### src/rtl/ram_program_loader_pkg.sv
// Shared types for the program RAM loader: sequencer states and the
// active-low strobe bundle with its idle value.
package ram_program_loader_pkg;

  typedef enum logic [2:0] {
    ST_IDLE  = 3'd0,
    ST_ADDR  = 3'd1,
    ST_WAIT  = 3'd2,
    ST_DATA  = 3'd3,
    ST_WRITE = 3'd4,
    ST_DONE  = 3'd5
  } state_t;

  localparam logic STROBE_IDLE = 1'b1;

  typedef struct packed {
    logic n_load_addr;
    logic n_load_data;
    logic n_load_ram;
  } strobe_t;

  localparam strobe_t STROBES_IDLE = '{STROBE_IDLE, STROBE_IDLE, STROBE_IDLE};

endpackage

### src/rtl/ram_program_loader_if.sv
// Host handshake plus the bus/strobe outputs the loader muxes over the
// control block while it owns the bus.
interface ram_program_loader_if #(
  parameter int ADDR_W = 4
) ();
  logic              programming;
  logic              ui_valid;
  logic              ready;
  logic              done_load;
  logic              active;
  logic              read_ui_in;
  logic              addr_oe;
  logic [ADDR_W-1:0] addr_bus;
  logic              n_load_addr;
  logic              n_load_data;
  logic              n_load_ram;

  modport master (
    input  programming, ui_valid,
    output ready, done_load, active, read_ui_in, addr_oe, addr_bus,
           n_load_addr, n_load_data, n_load_ram
  );

  modport slave (
    output programming, ui_valid,
    input  ready, done_load, active, read_ui_in, addr_oe, addr_bus,
           n_load_addr, n_load_data, n_load_ram
  );
endinterface

### src/rtl/ram_program_loader_edge_detect.sv
// 1-bit rising-edge detector; rise is high in the cycle d first goes high.
module edge_detect_rise (
  input  logic clk,
  input  logic rst_n,
  input  logic d,
  output logic rise
);
  logic d_q;

  always_ff @(posedge clk) begin
    if (!rst_n) d_q <= 1'b0;
    else        d_q <= d;
  end

  assign rise = d & ~d_q;
endmodule

### src/rtl/ram_program_loader.sv
// Programming-mode sequencer: walks ADDR/WAIT/DATA/WRITE per byte until
// RAM_BYTES locations are written, then parks in DONE.
module ram_program_loader
  import ram_program_loader_pkg::*;
#(
  parameter int RAM_BYTES = 16,
  parameter int ADDR_W    = 4,
  parameter int DATA_W    = 8
) (
  input  logic                   clk,
  input  logic                   rst_n,
  ram_program_loader_if.master   lb
);

  if (RAM_BYTES > (1 << ADDR_W) || ADDR_W > DATA_W) begin : g_cfg_check
    $error("ram_program_loader: RAM_BYTES/ADDR_W/DATA_W inconsistent");
  end

  localparam logic [ADDR_W-1:0] LAST_ADDR = ADDR_W'(RAM_BYTES - 1);

  state_t            state, state_nxt;
  logic [ADDR_W-1:0] count, count_nxt;
  logic              valid_rise;

  edge_detect_rise u_valid_edge (
    .clk   (clk),
    .rst_n (rst_n),
    .d     (lb.ui_valid),
    .rise  (valid_rise)
  );

  always_ff @(posedge clk) begin
    if (!rst_n) begin
      state <= ST_IDLE;
      count <= '0;
    end else begin
      state <= state_nxt;
      count <= count_nxt;
    end
  end

  // Dropping programming wins over everything, including a valid edge in WAIT.
  always_comb begin
    state_nxt = state;
    count_nxt = count;
    case (state)
      ST_IDLE: begin
        count_nxt = '0;
        if (lb.programming) state_nxt = ST_ADDR;
      end
      ST_ADDR: state_nxt = ST_WAIT;
      ST_WAIT: if (valid_rise) state_nxt = ST_DATA;
      ST_DATA: state_nxt = ST_WRITE;
      ST_WRITE: begin
        if (count == LAST_ADDR) state_nxt = ST_DONE;
        else begin
          count_nxt = count + 1'b1;
          state_nxt = ST_ADDR;
        end
      end
      ST_DONE: state_nxt = ST_DONE;
      default: begin
        state_nxt = ST_IDLE;
        count_nxt = '0;
      end
    endcase
    if (!lb.programming && state != ST_IDLE) begin
      state_nxt = ST_IDLE;
      count_nxt = '0;
    end
  end

  logic    ready, done_load, active, read_ui_in, addr_oe;
  strobe_t strb;

  // Outputs depend only on the state register, never on live inputs.
  always_comb begin
    ready      = 1'b0;
    done_load  = 1'b0;
    active     = 1'b0;
    read_ui_in = 1'b0;
    addr_oe    = 1'b0;
    strb       = STROBES_IDLE;
    case (state)
      ST_ADDR: begin
        active           = 1'b1;
        addr_oe          = 1'b1;
        strb.n_load_addr = ~STROBE_IDLE;
      end
      ST_WAIT: begin
        active = 1'b1;
        ready  = 1'b1;
      end
      ST_DATA: begin
        active           = 1'b1;
        read_ui_in       = 1'b1;
        strb.n_load_data = ~STROBE_IDLE;
      end
      ST_WRITE: begin
        active          = 1'b1;
        strb.n_load_ram = ~STROBE_IDLE;
      end
      ST_DONE: done_load = 1'b1;
      default: ;
    endcase
  end

  assign lb.ready       = ready;
  assign lb.done_load   = done_load;
  assign lb.active      = active;
  assign lb.read_ui_in  = read_ui_in;
  assign lb.addr_oe     = addr_oe;
  assign lb.addr_bus    = count;
  assign lb.n_load_addr = strb.n_load_addr;
  assign lb.n_load_data = strb.n_load_data;
  assign lb.n_load_ram  = strb.n_load_ram;

endmodule

### src/flat_wrapper.sv
// flat-port wrapper written by rule: the top's interface ports become plain ports
module ram_program_loader_flat import ram_program_loader_pkg::*;
#(
  parameter int RAM_BYTES = 16,
  parameter int ADDR_W    = 4,
  parameter int DATA_W    = 8
)
  (clk, rst_n, lb_programming, lb_ui_valid, lb_ready, lb_done_load, lb_active, lb_read_ui_in, lb_addr_oe, lb_addr_bus, lb_n_load_addr, lb_n_load_data, lb_n_load_ram);
  ram_program_loader_if #(.ADDR_W(ADDR_W)) lb_i ();
  input  logic clk;
  input  logic rst_n;
  input wire logic [$bits(lb_i.programming)-1:0] lb_programming;
  input wire logic [$bits(lb_i.ui_valid)-1:0] lb_ui_valid;
  output wire logic [$bits(lb_i.ready)-1:0] lb_ready;
  output wire logic [$bits(lb_i.done_load)-1:0] lb_done_load;
  output wire logic [$bits(lb_i.active)-1:0] lb_active;
  output wire logic [$bits(lb_i.read_ui_in)-1:0] lb_read_ui_in;
  output wire logic [$bits(lb_i.addr_oe)-1:0] lb_addr_oe;
  output wire logic [$bits(lb_i.addr_bus)-1:0] lb_addr_bus;
  output wire logic [$bits(lb_i.n_load_addr)-1:0] lb_n_load_addr;
  output wire logic [$bits(lb_i.n_load_data)-1:0] lb_n_load_data;
  output wire logic [$bits(lb_i.n_load_ram)-1:0] lb_n_load_ram;
  assign lb_i.programming = lb_programming;
  assign lb_i.ui_valid = lb_ui_valid;
  assign lb_ready = lb_i.ready;
  assign lb_done_load = lb_i.done_load;
  assign lb_active = lb_i.active;
  assign lb_read_ui_in = lb_i.read_ui_in;
  assign lb_addr_oe = lb_i.addr_oe;
  assign lb_addr_bus = lb_i.addr_bus;
  assign lb_n_load_addr = lb_i.n_load_addr;
  assign lb_n_load_data = lb_i.n_load_data;
  assign lb_n_load_ram = lb_i.n_load_ram;
  ram_program_loader #(.RAM_BYTES(RAM_BYTES), .ADDR_W(ADDR_W), .DATA_W(DATA_W)) u_core (.clk(clk), .rst_n(rst_n), .lb(lb_i));
endmodule
### config.mk
export PLATFORM = sky130hd
export DESIGN_NAME = ram_program_loader_flat
export DESIGN_NICKNAME = d
export VERILOG_FILES = /design/src/rtl/ram_program_loader_pkg.sv /design/src/rtl/ram_program_loader_if.sv /design/src/rtl/ram_program_loader_edge_detect.sv /design/src/rtl/ram_program_loader.sv /design/src/flat_wrapper.sv
export SDC_FILE = /design/constraint.sdc
export NUM_CORES = 1
export LEC_CHECK = 0
export ABC_AREA = 1
export BUFFER_PORTS_ARGS = -buffer_cell sky130_fd_sc_hd__clkbuf_2
export CORE_ASPECT_RATIO = 0.8
export CORE_MARGIN = 10
export CORE_UTILIZATION = 25
export DETAILED_ROUTE_END_ITERATION = 8
export MAX_ROUTING_LAYER = met4
export PLACE_DENSITY = 0.54
export SKIP_CTS_REPAIR_TIMING = 1
export SYNTH_ARGS = -nofsm -noshare
export SYNTH_HDL_FRONTEND = slang
export SYNTH_SLANG_ARGS = --single-unit
### constraint.sdc
create_clock -name clk -period 2.1 [get_ports clk]
set_input_delay 0.105 -clock clk [delete_from_list [all_inputs] [get_ports clk]]
set_output_delay 0.105 -clock clk [all_outputs]
set_load 0.02 [all_outputs]
==> impl_results.md, run 1 <==
- GRT overflow: 0
- Yosys cell types: 19
- Die width: 69.2 um
- Synth Area in Adders: 0.0258
- Slew headroom: 0.866
- Actual slew at the worst max-slew pin: 0.198 ns
- Hpwl dp: 976 um
- Final WS setup: 0.791 ns
- Vias after detailed routing: 484
- Main combinational cell family by area after synthesis: simple AND/OR/NAND/NOR gates
- RSZ-0062 raised after global routing: no
- CP Launch Type: flip-flop
- Mapped cell area: 484 um^2
- Post-route ant nets: 0
- Switching part of the total power: 0.425
- Upper clock frequency limit: 0.764 GHz
- Post-synthesis sequential area ratio: 0.331
- Gpl congestion: 0.822
- Area contributors post-synth: dfxtp_1, nand2_1, nor2_1
- PD cells: 873 nW/um^2
- Clk_skew: 0.00406 ns
- DRC viols: 0
- Synth Area in Simple Gates: 0.470
- Crit path max fanout: 5
- Fraction of layout cells with a size suffix above 1: 0.366
- N_diodes: 0
- TritonCTS buffer count: 3
- Leak: 0.323 nW
- DRC marker count from the first detailed-route iteration: 12
- Die Height: 59.4 um
- Setup CP Type: reg -> out
- Post-Synthesis Cells: 75
- Crit-path max cell delay: 0.35 ns
- Pre-CTS setup slack: 0.927 ns
- Post-synthesis compound-gate area fraction: 0.0620
- Largest net degree at the start of global routing: 7
- Final Hold Viols: 0
- Setup TNS: 0 ns
- Clock slew at reported path FFs: 0.06 ns
- Nets: 100
- Gr usage total: 0.0633
- Clock latency on the worst-skew pair: 0.25 ns
- Net Count, Synth: 80
- Mux cell area share after synthesis: 0
- Clock Tree Root: clkbuf_4
- PortBufs: 15
- WL/cell: 10.1 um
- Routed wire length: 1180 um
- MaxCap Viol Count: 0
- Worst-case clock buffer depth: 2
- Final setup viols: 0
- I/O Pins: 16
- Placeable Area: 1860 um^2
- Tmin final: 1.31 ns
- Syn Area/Cell: 6.46 um^2
- Synth area leader: dfxtp_1
- H-tree depth: 1
- Peak VDD IR: 0.330 mV
- Synth-to-layout area growth: 26.4%
- Ys Warns: 0
- Worst Path Required: 2.00 ns
- Starting Density: 0.261
- Number of detailed-route iterations in the first pass: 4
- Outcome: finished, final reports clean
- Power share of the clock group: 0.227
- TritonCTS clock tree: yes
- Flop pwr share: 0.355
- Rows: 14
- Vias in the first global route: 495
- Critical-path cell list: inv_2 > nand2_2 > nor2_1 > inv_1 > clkbuf_2
- Switching power: 227 uW
- Post-Synth XOR/XNOR Area: 0
- Min-delay worst type: in -> reg
- Nature of the critical path endpoint: output pin
- Int Power: 307 uW
- Die area: 4110 um^2
- First-pass GRT wire length: 2020 um
- Critical-path top delay cell: dfxtp_1
- Via/cell ratio: 4.14
- Crit path DAT: 1.20 ns
- Combinational Power Share: 0.419
- Top-area cell type share of the netlist area: 0.331
- Synthesized flop and latch total: 8
- Initial antenna violation count: 0
- Max Transition Viols Final: 0
- Tcrit/Tclk final: 0.623
- Clk sink count: 8
==> cell usage in the layout, fill, tap and decap left out, types with 2 or more instances in the layout <==
| cell | Yosys | layout |
|---|---|---|
| clkbuf_2 | 0 | 15 |
| nor2_1 | 14 | 14 |
| nor2_2 | 2 | 2 |
| dfxtp_1 | 8 | 8 |
| clkbuf_4 | 0 | 3 |
| o21ai_1 | 3 | 3 |
| inv_2 | 2 | 2 |
| nand2_1 | 14 | 14 |
| a21oi_1 | 2 | 2 |
| nand3_1 | 2 | 2 |
| nand2_2 | 7 | 7 |
| nand4_1 | 2 | 2 |
| inv_1 | 11 | 11 |
==> cell families (layout without fill, tap and decap cells) <==
kind of cell               after synthesis  count (layout)
AOI/OAI and AO/OA                        6               6
adders and majority gates                1               1
buffers and inverters                   14              32
DFF                                      8               8
and+or+nand+nor                         46              46
==> cells in the mapped netlist, drive strengths merged <==
cell and count:
and3 1, o21ai 4, nor2 17, inv 13
dfxtp 8, nand2 21, or2 1, clkinv 1
ha 1, a21oi 2, nand3 3, nor3 1
nand4 2
==> sequential cells by signal, summed over array words and instances, names as in the netlist <==
name / cells
u_core.lb.addr_bus: 4
u_core.state: 3
u_core.u_valid_edge.d_q: 1
==> routing by layer <==
layer  wire, um  share of wire  global-route usage  up-vias
li1           -              -                   -      266
met1        608           0.52              0.0694      207
met4         25          0.021              0.0602        0
met2        525           0.45              0.0977        9
met5          0              0                   -        -
met3         18          0.015              0.0101        2
==> critical path: cells and delay by family (launching register included) <==
family / cells / cell delay, ns
buf+inv: 3 / 0.37
flops: 1 / 0.35
simple gates: 2 / 0.22
==> power groups by stage <==
stage | combinational [mW] | clock, mW | sequential, mW
after CTS | 0.227 | 0.127 | 0.189
after global routing | 0.250 | 0.135 | 0.193
final | 0.224 | 0.121 | 0.189
after detailed placement | 0.225 | 0 | 0.192
after floorplan | 0.159 | 0 | 0.199
after global placement | 0.227 | 0 | 0.191
==> layout make-up <==
class,count,area [um^2]
repair buffers,15,75.1
fillers,220,1240
multi-input cells,53,270
well taps,24,30.0
clock buffers,3,22.5
flip-flops and latches,8,160
inverters,14,53.8
==> path summary, 6_finish.rpt <==
| kind | from | depth (start not counted) | to | slack (ns) |
|---|---|---|---|---|
| worst max-delay path | u_core.state[2]$_SDFFE_PP0P_ | 5 | lb_n_load_data | 0.79 |
| worst min-delay path | lb_ui_valid | 3 | u_core.u_valid_edge.d_q$_SDFF_PN0_ | 0.05 |
| worst max register to register | u_core.lb.addr_bus[0]$_SDFFE_PP0P_ | 6 | u_core.lb.addr_bus[0]$_SDFFE_PP0P_ | 0.91 |
| worst min register to register | u_core.lb.addr_bus[2]$_SDFFE_PP0P_ | 2 | u_core.lb.addr_bus[2]$_SDFFE_PP0P_ | 0.52 |
==> stage by stage <==
step	hold slack (ns)	cell area, um^2	power, mW	util	cells
final	0.0549	612	0.534	0.330	117
after CTS	0.0499	612	0.543	0.330	117
after detailed placement	0.317	589	0.418	0.317	114
after global placement	0.308	589	0.418	0.317	114
after global routing	0.0443	612	0.578	0.330	117
after floorplan	0.198	484	0.357	-	75
Power figures use the tool's default switching activity.
==> run 2, diff against run 1 <==
--- a/config.mk
+++ b/config.mk
@@ -12,7 +12,7 @@
 export CORE_UTILIZATION = 25
 export DETAILED_ROUTE_END_ITERATION = 8
 export MAX_ROUTING_LAYER = met4
-export PLACE_DENSITY = 0.54
+export PLACE_DENSITY = 0.56
 export SKIP_CTS_REPAIR_TIMING = 1
 export SYNTH_ARGS = -nofsm -noshare
 export SYNTH_HDL_FRONTEND = slang
==> constraint.sdc (replaced) <==
create_clock -name clk -period 1.2 [get_ports clk]
set_input_delay 0.06 -clock clk [delete_from_list [all_inputs] [get_ports clk]]
set_output_delay 0.06 -clock clk [all_outputs]
set_load 0.02 [all_outputs]
==> run 2 against run 1 <==
  * Final cell count is 1.7% higher
  * Clock power is 70% higher
  * Sequential power grew 88%
  * Global-route usage rose by 0.47 points
  * Clock skew down 0.0023 ns
  * Routed wire length is 9.2% higher
  * Critical path depth shrank 1
  * First-iteration DRC count increased by 25%
  * Critical endpoint is now lb_ready
  * Largest power group unchanged
==> impl_results.md, run 2 (synthesis gave the netlist of run 1 again) <==
- I/O Pins: 16 (unchanged)
- Number of detailed-route iterations in the first pass: 4 (unchanged)
- DRC viols: 0 (unchanged)
- Nature of the critical path endpoint: output pin (unchanged)
- Placeable Area: 1860 um^2 (unchanged)
- Initial antenna violation count: 0 (unchanged)
- Via/cell ratio: 4.29 (was 4.14)
- Vias after detailed routing: 511 (was 484)
- Clk_skew: 0.00174 ns (was 0.00406 ns)
- H-tree depth: 1 (unchanged)
- Fraction of layout cells with a size suffix above 1: 0.537 (was 0.366)
- Outcome: finished, final reports clean (unchanged)
- TritonCTS buffer count: 3 (unchanged)
- RSZ-0062 raised after global routing: yes (was no)
- Setup TNS: 0 ns (unchanged)
- Starting Density: 0.261 (unchanged)
- Routed wire length: 1290 um (was 1180 um)
- First-pass GRT wire length: 2160 um (was 2020 um)
- N_diodes: 0 (unchanged)
- Slew headroom: 0.834 (was 0.866)
- Number of flip-flops in the largest register: 4 (unchanged)
- Non-Filler Instances: 119 (was 117)
- Gr usage total: 0.0680 (was 0.0633)
- Worst Path Required: 1.14 ns (was 2.00 ns)
- DRC marker count from the first detailed-route iteration: 15 (was 12)
- Setup CP Type: reg -> out (unchanged)
- Tcrit/Tclk final: 0.947
- MaxCap Viol Count: 0 (unchanged)
- Peak VDD IR: 0.545 mV (was 0.330 mV)
- Most frequent cells in the layout: nand2_1, clkbuf_2, nor2_1 (was clkbuf_2, nor2_1, nand2_1)
- Pre-CTS setup slack: 0.0320 ns (was 0.927 ns)
- Tmin final: 1.14 ns
- Gpl congestion: 0.944 (was 0.822)
- Worst-case clock buffer depth: 2 (unchanged)
- Hold WS: 0.0177 ns (was 0.0549 ns)
- WL/cell: 10.8 um (was 10.1 um)
- Clock latency on the worst-skew pair: 0.25 ns (about the same)
- Placed Cells: 114 (unchanged)
- Actual slew at the worst max-slew pin: 0.246 ns (was 0.198 ns)
- Nets: 102 (was 100)
- Min-delay worst type: in -> reg (unchanged)
- Clock Tree Root: clkbuf_4 (unchanged)
- Final WS setup: 0.0638 ns (was 0.791 ns)
- Final Hold Viols: 0 (unchanged)
- Die area: 4110 um^2 (unchanged)
- Die width: 69.2 um (unchanged)
- Vias in the first global route: 497 (was 495)
- Final setup viols: 0 (unchanged)
- Largest net degree at the start of global routing: 7 (unchanged)
- TritonCTS clock tree: yes (unchanged)
- PortBufs: 15 (unchanged)
- Rows: 14 (unchanged)
- Max Transition Viols Final: 0 (unchanged)
- Crit path max fanout: 5 (unchanged)
- Leak: 0.334 nW (was 0.323 nW)
- Upper clock frequency limit: 0.880 GHz
- Commonest non-fill, non-tap cell in the layout: nand2_1 (was clkbuf_2)
- CP Launch Type: flip-flop (unchanged)
- Crit path DAT: 1.08 ns (was 1.20 ns)
- Synth-to-layout area growth: 43.4% (was 26.4%)
- Clk sink count: 8 (unchanged)
- Die Height: 59.4 um (unchanged)
- Fillcell total: 219 (was 220)
- Clock slew at reported path FFs: 0.05 ns (was 0.06 ns)
- Hpwl dp: 1030 um (was 976 um)
- GRT overflow: 0 (unchanged)
- PD cells: 1450 nW/um^2 (was 873 nW/um^2)
- Post-route ant nets: 0 (unchanged)
run 2: cell types whose count changed in the layout (fill, tap and decap cells not counted), moves of 3 or more:
cell,delta
dfxtp_1,-5
buf_4,+4
clkbuf_2,-4
nor2_1,-4
dfxtp_2,+3
run 2: final cells by class:
type / instances / area, um^2 / share of cell area
repair buffers: 17 / 95.1 / 0.137
clock buffers: 3 / 22.5 / 0.0324
well taps: 24 / 30.0 / 0.0432
inverters: 14 / 56.3 / 0.0811
flip-flops and latches: 8 / 171 / 0.247
multi-input cells: 53 / 319 / 0.459
run 2: report_power, final:
group          internal [mW]  total, mW  switching [mW]
registers              0.305      0.355          0.0503
clock network          0.114      0.206          0.0914
logic                  0.156      0.445           0.288
run 2: worst max-delay path: stages (launching register included):
cell and delay [ns]:
dfxtp_4 0.37, inv_4 0.08, nand2_4 0.07, nor2_2 0.14, buf_4 0.17
run 2: final timing paths:
| check | endpoint | slack [ns] | cells after the start | from |
|---|---|---|---|---|
| max | lb_ready | 0.06 | 4 | u_core.state[2]$_SDFFE_PP0P_ |
| min | u_core.u_valid_edge.d_q$_SDFF_PN0_ | 0.02 | 3 | lb_ui_valid |
| max reg2reg | u_core.lb.addr_bus[2]$_SDFFE_PP0P_ | 0.10 | 7 | u_core.state[2]$_SDFFE_PP0P_ |
| min reg2reg | u_core.lb.addr_bus[1]$_SDFFE_PP0P_ | 0.52 | 2 | u_core.lb.addr_bus[1]$_SDFFE_PP0P_ |
run 2: routing by layer:
metal,global-route usage,vias up,part of all wire
li1,-,276,-
met3,0.0101,5,0.019
met4,0.0745,0,0.040
met5,-,-,0
met1,0.0703,219,0.43
met2,0.107,11,0.51
run 2: per-stage QoR:
stage          total power [mW]  utilization  area, um^2
6_report                   1.01        0.374         694
5_1_grt                    1.10        0.374         694
4_1_cts                   0.957        0.334         619
3_5_place_dp              0.744        0.321         597
3_3_place_gp              0.746        0.321         597
2_1_floorplan             0.635            -         492
